File: src/rtl/hls_seq_pkg.sv
// Shared constants and types for the HLS core sequencer.
// Word sizing matches the ap_fixed<16,6> core interface.
package hls_seq_pkg;

    localparam int WIDTH = 16;
    localparam int NFRAC = 10;
    localparam int N_IN  = 16;
    localparam int N_OUT = 5;

    typedef logic [1:0] state_t;

    localparam state_t ST_IDLE   = 2'd0;
    localparam state_t ST_LAUNCH = 2'd1;
    localparam state_t ST_WAIT   = 2'd2;
    localparam state_t ST_PUSH   = 2'd3;

    typedef logic [N_OUT*WIDTH-1:0] result_t;

    function automatic logic [WIDTH-1:0] lane_of(
        input result_t r,
        input int      k
    );
        return r[k*WIDTH +: WIDTH];
    endfunction

endpackage

File: src/rtl/hls_seq_result_fifo.sv
// Two-entry result FIFO between the sequencer and the consumer.
// The full flag is a register, so a pop does not free a slot that cycle.
module hls_seq_result_fifo #(
    parameter int DW = 80
) (
    input  logic          i_clk,
    input  logic          i_rst_n,
    input  logic          i_push,
    input  logic [DW-1:0] i_data,
    output logic          o_full,
    output logic          o_valid,
    input  logic          i_ready,
    output logic [DW-1:0] o_data
);

    logic [DW-1:0] r_mem0;
    logic [DW-1:0] r_mem1;
    logic          r_wptr;
    logic          r_rptr;
    logic [1:0]    r_cnt;
    logic          r_full;
    logic          w_push;
    logic          w_pop;
    logic [1:0]    w_cnt_next;

    assign w_push  = i_push && !r_full;
    assign w_pop   = o_valid && i_ready;
    assign o_valid = (r_cnt != 2'd0);
    assign o_full  = r_full;
    assign o_data  = r_rptr ? r_mem1 : r_mem0;

    always_comb begin
        w_cnt_next = r_cnt;
        if (w_push && !w_pop) begin
            w_cnt_next = r_cnt + 2'd1;
        end else if (!w_push && w_pop) begin
            w_cnt_next = r_cnt - 2'd1;
        end
    end

    always_ff @(posedge i_clk or negedge i_rst_n) begin
        if (!i_rst_n) begin
            r_mem0 <= '0;
            r_mem1 <= '0;
            r_wptr <= 1'b0;
            r_rptr <= 1'b0;
            r_cnt  <= 2'd0;
            r_full <= 1'b0;
        end else begin
            if (w_push) begin
                if (r_wptr) begin
                    r_mem1 <= i_data;
                end else begin
                    r_mem0 <= i_data;
                end
                r_wptr <= ~r_wptr;
            end
            if (w_pop) begin
                r_rptr <= ~r_rptr;
            end
            r_cnt  <= w_cnt_next;
            r_full <= (w_cnt_next == 2'd2);
        end
    end

endmodule

File: src/rtl/hls_core_sequencer.sv
// Drives one HLS inference core: launch, collect lanes, time out, buffer.
// Lane data passes through untouched; only control is generated here.
module hls_core_sequencer #(
    parameter int WIDTH       = hls_seq_pkg::WIDTH,
    parameter int N_IN        = hls_seq_pkg::N_IN,
    parameter int N_OUT       = hls_seq_pkg::N_OUT,
    parameter int TIMEOUT_CYC = 1024
) (
    input  logic                   ap_clk,
    input  logic                   ap_rst_n,
    input  logic                   s_valid,
    output logic                   s_ready,
    input  logic [N_IN*WIDTH-1:0]  s_data,
    output logic                   core_start,
    output logic                   core_in_vld,
    output logic [N_IN*WIDTH-1:0]  core_in,
    input  logic                   core_done,
    input  logic                   core_idle,
    input  logic                   core_ready,
    input  logic [N_OUT*WIDTH-1:0] core_out,
    input  logic [N_OUT-1:0]       core_out_vld,
    output logic                   m_valid,
    input  logic                   m_ready,
    output logic [N_OUT*WIDTH-1:0] m_data,
    output logic                   busy,
    output logic                   timeout_err,
    output logic [31:0]            result_cnt
);

    import hls_seq_pkg::*;

    localparam int TW = (TIMEOUT_CYC > 2) ? $clog2(TIMEOUT_CYC) : 1;

    state_t                 r_state;
    logic [N_IN*WIDTH-1:0]  r_core_in;
    logic [N_OUT*WIDTH-1:0] r_res;
    logic [N_OUT-1:0]       r_got;
    logic                   r_done_seen;
    logic [TW-1:0]          r_tmo;
    logic                   r_tmo_err;
    logic [31:0]            r_cnt;

    logic [N_OUT*WIDTH-1:0] w_res_next;
    logic [N_OUT-1:0]       w_got_next;
    logic                   w_done_next;
    logic                   w_complete;
    logic                   w_tmo_hit;
    logic                   w_fifo_full;
    logic                   w_fifo_push;
    logic                   w_accept;
    logic                   w_unused;

    // The core's ap_ready carries no information the sequencer needs.
    assign w_unused = core_ready;

    assign s_ready     = (r_state == ST_IDLE) && core_idle;
    assign w_accept    = s_valid && s_ready;
    assign core_start  = (r_state == ST_LAUNCH);
    assign core_in_vld = (r_state == ST_LAUNCH);
    assign core_in     = r_core_in;
    assign busy        = (r_state != ST_IDLE);
    assign timeout_err = r_tmo_err;
    assign result_cnt  = r_cnt;

    always_comb begin
        w_res_next = r_res;
        for (int k = 0; k < N_OUT; k++) begin
            if (core_out_vld[k]) begin
                w_res_next[k*WIDTH +: WIDTH] = core_out[k*WIDTH +: WIDTH];
            end
        end
    end

    assign w_got_next  = r_got | core_out_vld;
    assign w_done_next = r_done_seen | core_done;
    assign w_complete  = (&w_got_next) && w_done_next;
    assign w_tmo_hit   = (r_tmo == TW'(TIMEOUT_CYC - 1));
    assign w_fifo_push = (r_state == ST_PUSH) && !w_fifo_full;

    always_ff @(posedge ap_clk or negedge ap_rst_n) begin
        if (!ap_rst_n) begin
            r_state     <= ST_IDLE;
            r_core_in   <= '0;
            r_res       <= '0;
            r_got       <= '0;
            r_done_seen <= 1'b0;
            r_tmo       <= '0;
            r_tmo_err   <= 1'b0;
            r_cnt       <= 32'd0;
        end else begin
            case (r_state)
                ST_IDLE: begin
                    if (w_accept) begin
                        r_core_in   <= s_data;
                        r_res       <= '0;
                        r_got       <= '0;
                        r_done_seen <= 1'b0;
                        r_state     <= ST_LAUNCH;
                    end
                end
                ST_LAUNCH: begin
                    r_tmo   <= '0;
                    r_state <= ST_WAIT;
                end
                ST_WAIT: begin
                    r_res       <= w_res_next;
                    r_got       <= w_got_next;
                    r_done_seen <= w_done_next;
                    // Completion outranks a timeout landing in the same cycle.
                    if (w_complete) begin
                        r_state <= ST_PUSH;
                    end else if (w_tmo_hit) begin
                        r_tmo_err <= 1'b1;
                        r_got     <= '0;
                        r_res     <= '0;
                        r_state   <= ST_IDLE;
                    end else begin
                        r_tmo <= r_tmo + TW'(1);
                    end
                end
                ST_PUSH: begin
                    if (!w_fifo_full) begin
                        r_cnt   <= r_cnt + 32'd1;
                        r_state <= ST_IDLE;
                    end
                end
                default: begin
                    r_state <= ST_IDLE;
                end
            endcase
        end
    end

    hls_seq_result_fifo #(
        .DW(N_OUT*WIDTH)
    ) u_fifo (
        .i_clk   (ap_clk),
        .i_rst_n (ap_rst_n),
        .i_push  (w_fifo_push),
        .i_data  (r_res),
        .o_full  (w_fifo_full),
        .o_valid (m_valid),
        .i_ready (m_ready),
        .o_data  (m_data)
    );

endmodule
File: config.mk
export PLATFORM = sky130hd
export DESIGN_NAME = hls_core_sequencer
export DESIGN_NICKNAME = d
export VERILOG_FILES = /design/src/rtl/hls_seq_pkg.sv /design/src/rtl/hls_seq_result_fifo.sv /design/src/rtl/hls_core_sequencer.sv
export SDC_FILE = /design/constraint.sdc
export NUM_CORES = 1
export LEC_CHECK = 0
export ABC_AREA = 0
export CAP_MARGIN = 20
export CELL_PAD_IN_SITES_DETAIL_PLACEMENT = 1
export CELL_PAD_IN_SITES_GLOBAL_PLACEMENT = 2
export CORE_AREA = 2 2 284 286
export CTS_BUF_LIST = sky130_fd_sc_hd__clkbuf_8 sky130_fd_sc_hd__clkbuf_16
export DETAILED_ROUTE_END_ITERATION = 7
export DIE_AREA = 0 0 286 288
export MAX_ROUTING_LAYER = met4
export PLACE_DENSITY_LB_ADDON = 0.1
export SYNTH_ARGS = -nofsm -noshare
export SYNTH_HDL_FRONTEND = slang
export SYNTH_SLANG_ARGS = --single-unit
File: constraint.sdc
create_clock -name ap_clk -period 4.07 [get_ports ap_clk]
set_clock_uncertainty 0.1 [all_clocks]
set_input_delay 1.0175 -clock ap_clk [delete_from_list [all_inputs] [get_ports ap_clk]]
set_output_delay 1.0175 -clock ap_clk [all_outputs]
set_load 0.02 [all_outputs]
==> flow_summary.json <==
{
  "status": "complete, no violations",
  "max_slew_margin_pct": 44.70,
  "synthTopCellsByCount": "dfrtp_1, mux2_2, a22o_1, clkbuf_1, nand2_1",
  "cts_resized": 0,
  "grt_max_degree": 92,
  "fin_cells": 3322,
  "start_kind": "flop",
  "irDropWorstVdd_mv": 0.3448,
  "min_period_ns": 3.803,
  "cp_top_family": "buffers and inverters",
  "drive_above_1_share_pct": 29.38,
  "p_clk_share_pct": 22.9,
  "avgSynthCellArea_sq_um": 15.35,
  "critPathMaxStageDelay_ns": 0.74,
  "max_slew.worst_pin.slew_ns": 0.8295,
  "power.density_nw_per_um2": 818.9,
  "finalMaxSlewViolations": 0,
  "cts_hold_buf": 0,
  "crit_chain": "buf_4 > mux2_2 > clkdlybuf4s50_1",
  "fin_area_sq_um": 32900,
  "p_switching_uw": 9496,
  "cts.path.max_buffers": 3,
  "layout.nets": 2540,
  "cts_made_buffers": 69,
  "finish.utilization_pct": 41.31,
  "syn_nets": 1776,
  "rsz0062_at_grt": "false",
  "overflow": 0,
  "leakagePower_uw": 0.01461,
  "clk_pin_slew_ns": 0.06,
  "synth_cells": 1420,
  "dpl_worst_slack_ns": 0.6007,
  "ys.flop_type": "dfrtp_1",
  "start_util_pct": 27.37,
  "dpl.hpwl_microns": 60960,
  "hold_viol": 0,
  "antenna_found_initial": 25,
  "p_seq_share_pct": 34.4,
  "sw_frac_of_total_pct": 35.25,
  "critPathMaxFanout": 24,
  "first_global_vias": 17090,
  "wl_microns": 81380,
  "synth_cell_types": 46,
  "synth_most_common_cell": "dfrtp_1",
  "fin_ws_ns": 0.2670,
  "placed_cell_area_sq_um": 30530,
  "synth_edf_count": 0,
  "async_flop_share_pct": 100.0,
  "clk-insertion-delay-late_ns": 0.59,
  "r2r_cells": 8,
  "max_freq_mhz": 263.0,
  "cts_num_sinks": 552,
  "comb_power_share_pct": 42.7,
  "grt_usage_pct": 20.16,
  "critPathArrivalTime_ns": 2.69,
  "cts_setup_buffers": 0,
  "die_w_microns": 286,
  "period_share_pct": 93.44,
  "setup_viol": 0,
  "ys_seq_area_share_pct": 63.38,
  "ys_ff_latch": 552,
  "drt_pre_antenna_iters": 4,
  "path_buf_inv": 2,
  "syn-cell-area_sq_um": 21790,
  "clock_tree.root_cell": "clkbuf_16",
  "criticalPathCategory": "flop to output port",
  "core_sq_um": 79640,
  "viasPerCell": 4.546,
  "drtIter0Drc": 480,
  "die-area_sq_um": 82370,
  "synth_top_area_cell": "dfrtp_1",
  "yosys_warnings": 0,
  "cpMaxStageDelayCell": "dfrtp_4",
  "cap_viol_max_count": 0,
  "dieHeight_microns": 288,
  "drtAntennaViolNets": 0,
  "rrSetupSlack_ns": 1.22,
  "reg2reg_to": "r_res[71]",
  "synth_top_cell_area_share_pct": 63.38,
  "rows": 104,
  "ioPinCount": 722,
  "critPathRequiredTime_ns": 2.95,
  "vias": 15100,
  "gp_congestion": 0.7923,
  "internal-power_uw": 17450,
  "grt_pass1_wl_microns": 118100,
  "hold_class": "input pin to asynchronous set/reset pin",
  "crit_path_end_kind": "output port",
  "synthTopCellsByArea": "dfrtp_1, mux2_2, a22o_1",
  "wl_per_cell_microns": 24.50,
  "dp.cells": 3173,
  "fin_setup_tns_ns": 0,
  "syn2layout_area_growth_pct": 50.95,
  "r2r-start": "r_state[0]",
  "htree_num_levels": 3,
  "tritoncts": "yes",
  "drc": 0,
  "port_buffers": 720
}
==> flip-flops by register name, summed over array words and instances (netlist names) <==
signal	count
r_res	80
r_state	2
u_fifo.r_cnt	2
core_in	256
result_cnt	32
timeout_err	1
r_tmo	10
u_fifo.o_full	1
u_fifo.r_mem0	80
r_got	5
u_fifo.r_rptr	1
u_fifo.r_mem1	80
u_fifo.r_wptr	1
r_done_seen	1
==> power by group through the flow <==
| stage | registers, uW | clock network (uW) | logic, uW |
|---|---|---|---|
| floorplan | 10600 | 0 | 4280 |
| global placement | 9170 | 0 | 11600 |
| detailed placement | 9330 | 0 | 11700 |
| CTS | 9290 | 6400 | 11800 |
| global route | 9620 | 6600 | 12200 |
| finish | 9270 | 6160 | 11500 |
==> layout by cell type, fill, tap and decap left out, types with 3 or more instances in the layout <==
cell,count
nor4_1,3
ha_1,8
nand2_1,35
bufinv_16,4
a31oi_1,4
inv_1,33
nand3_1,11
buf_12,12
o22ai_1,3
or3_1,3
a22o_1,80
clkinv_2,7
xor2_1,11
diode_2,26
nor2_4,4
nand4_1,10
nor2b_1,3
clkbuf_8,13
clkdlybuf4s50_1,719
nor3_1,4
and4_1,5
and3_1,6
buf_4,32
dfrtp_1,551
clkbuf_16,73
o21ai_0,6
xnor2_1,23
and2_1,4
a21oi_1,14
o21ai_1,5
nor2_1,18
mux2_2,496
o31ai_1,5
==> routing by layer <==
| layer | global-route usage, % | share of wire (%) |
|---|---|---|
| met1 | 21.63 | 37 |
| met2 | 34.73 | 52 |
| met3 | 8.328 | 9.2 |
| met4 | 4.398 | 1.9 |
| met5 | - | 0 |
==> stage by stage <==
stage / total power, uW / hold WS, ns
CTS: 27440 / 0.3698
floorplan: 14890 / 0.3653
global placement: 20780 / 0.3580
detailed placement: 21010 / 0.3566
finish: 26940 / 0.3109
global route: 28420 / 0.3330
==> cell type report <==
type	instances	area, sq um
clock buffer	86	2006
antenna	26	65.06
fill	8119	46740
sequential	552	13820
clock inverter	37	296.5
tap	1060	1326
multi-input combinational	784	7646
inverter	13	48.80
timing repair buffer	764	7692
==> logic make-up (layout without fill, tap and decap cells) <==
family,count (synthesis),count (layout),share of synthesized area [%]
XOR/XNOR,34,34,1.366
adder cells (fa/ha/maj),8,8,0.4593
AND/OR/NAND/NOR,115,115,2.756
other,0,26,0
flip-flops,552,552,63.38
AO/OA/AOI/OAI,130,130,4.685
multiplexers,497,497,25.67
buffers and inverters,84,900,1.676
==> worst max-delay path by stage <==
stage,from,endpoint,slack (ns),depth (start not counted)
floorplan,u_fifo.r_rptr,m_data[70],1.62,3
global placement,core_out_vld[4],r_res[76],0.63,6
detailed placement,core_out_vld[1],r_res[77],0.60,6
CTS,u_fifo.r_rptr,m_data[73],0.16,3
global route,u_fifo.r_rptr,m_data[73],0.14,3
finish,u_fifo.r_rptr,m_data[73],0.27,3
No activity file was read; power rests on OpenSTA's default activity.
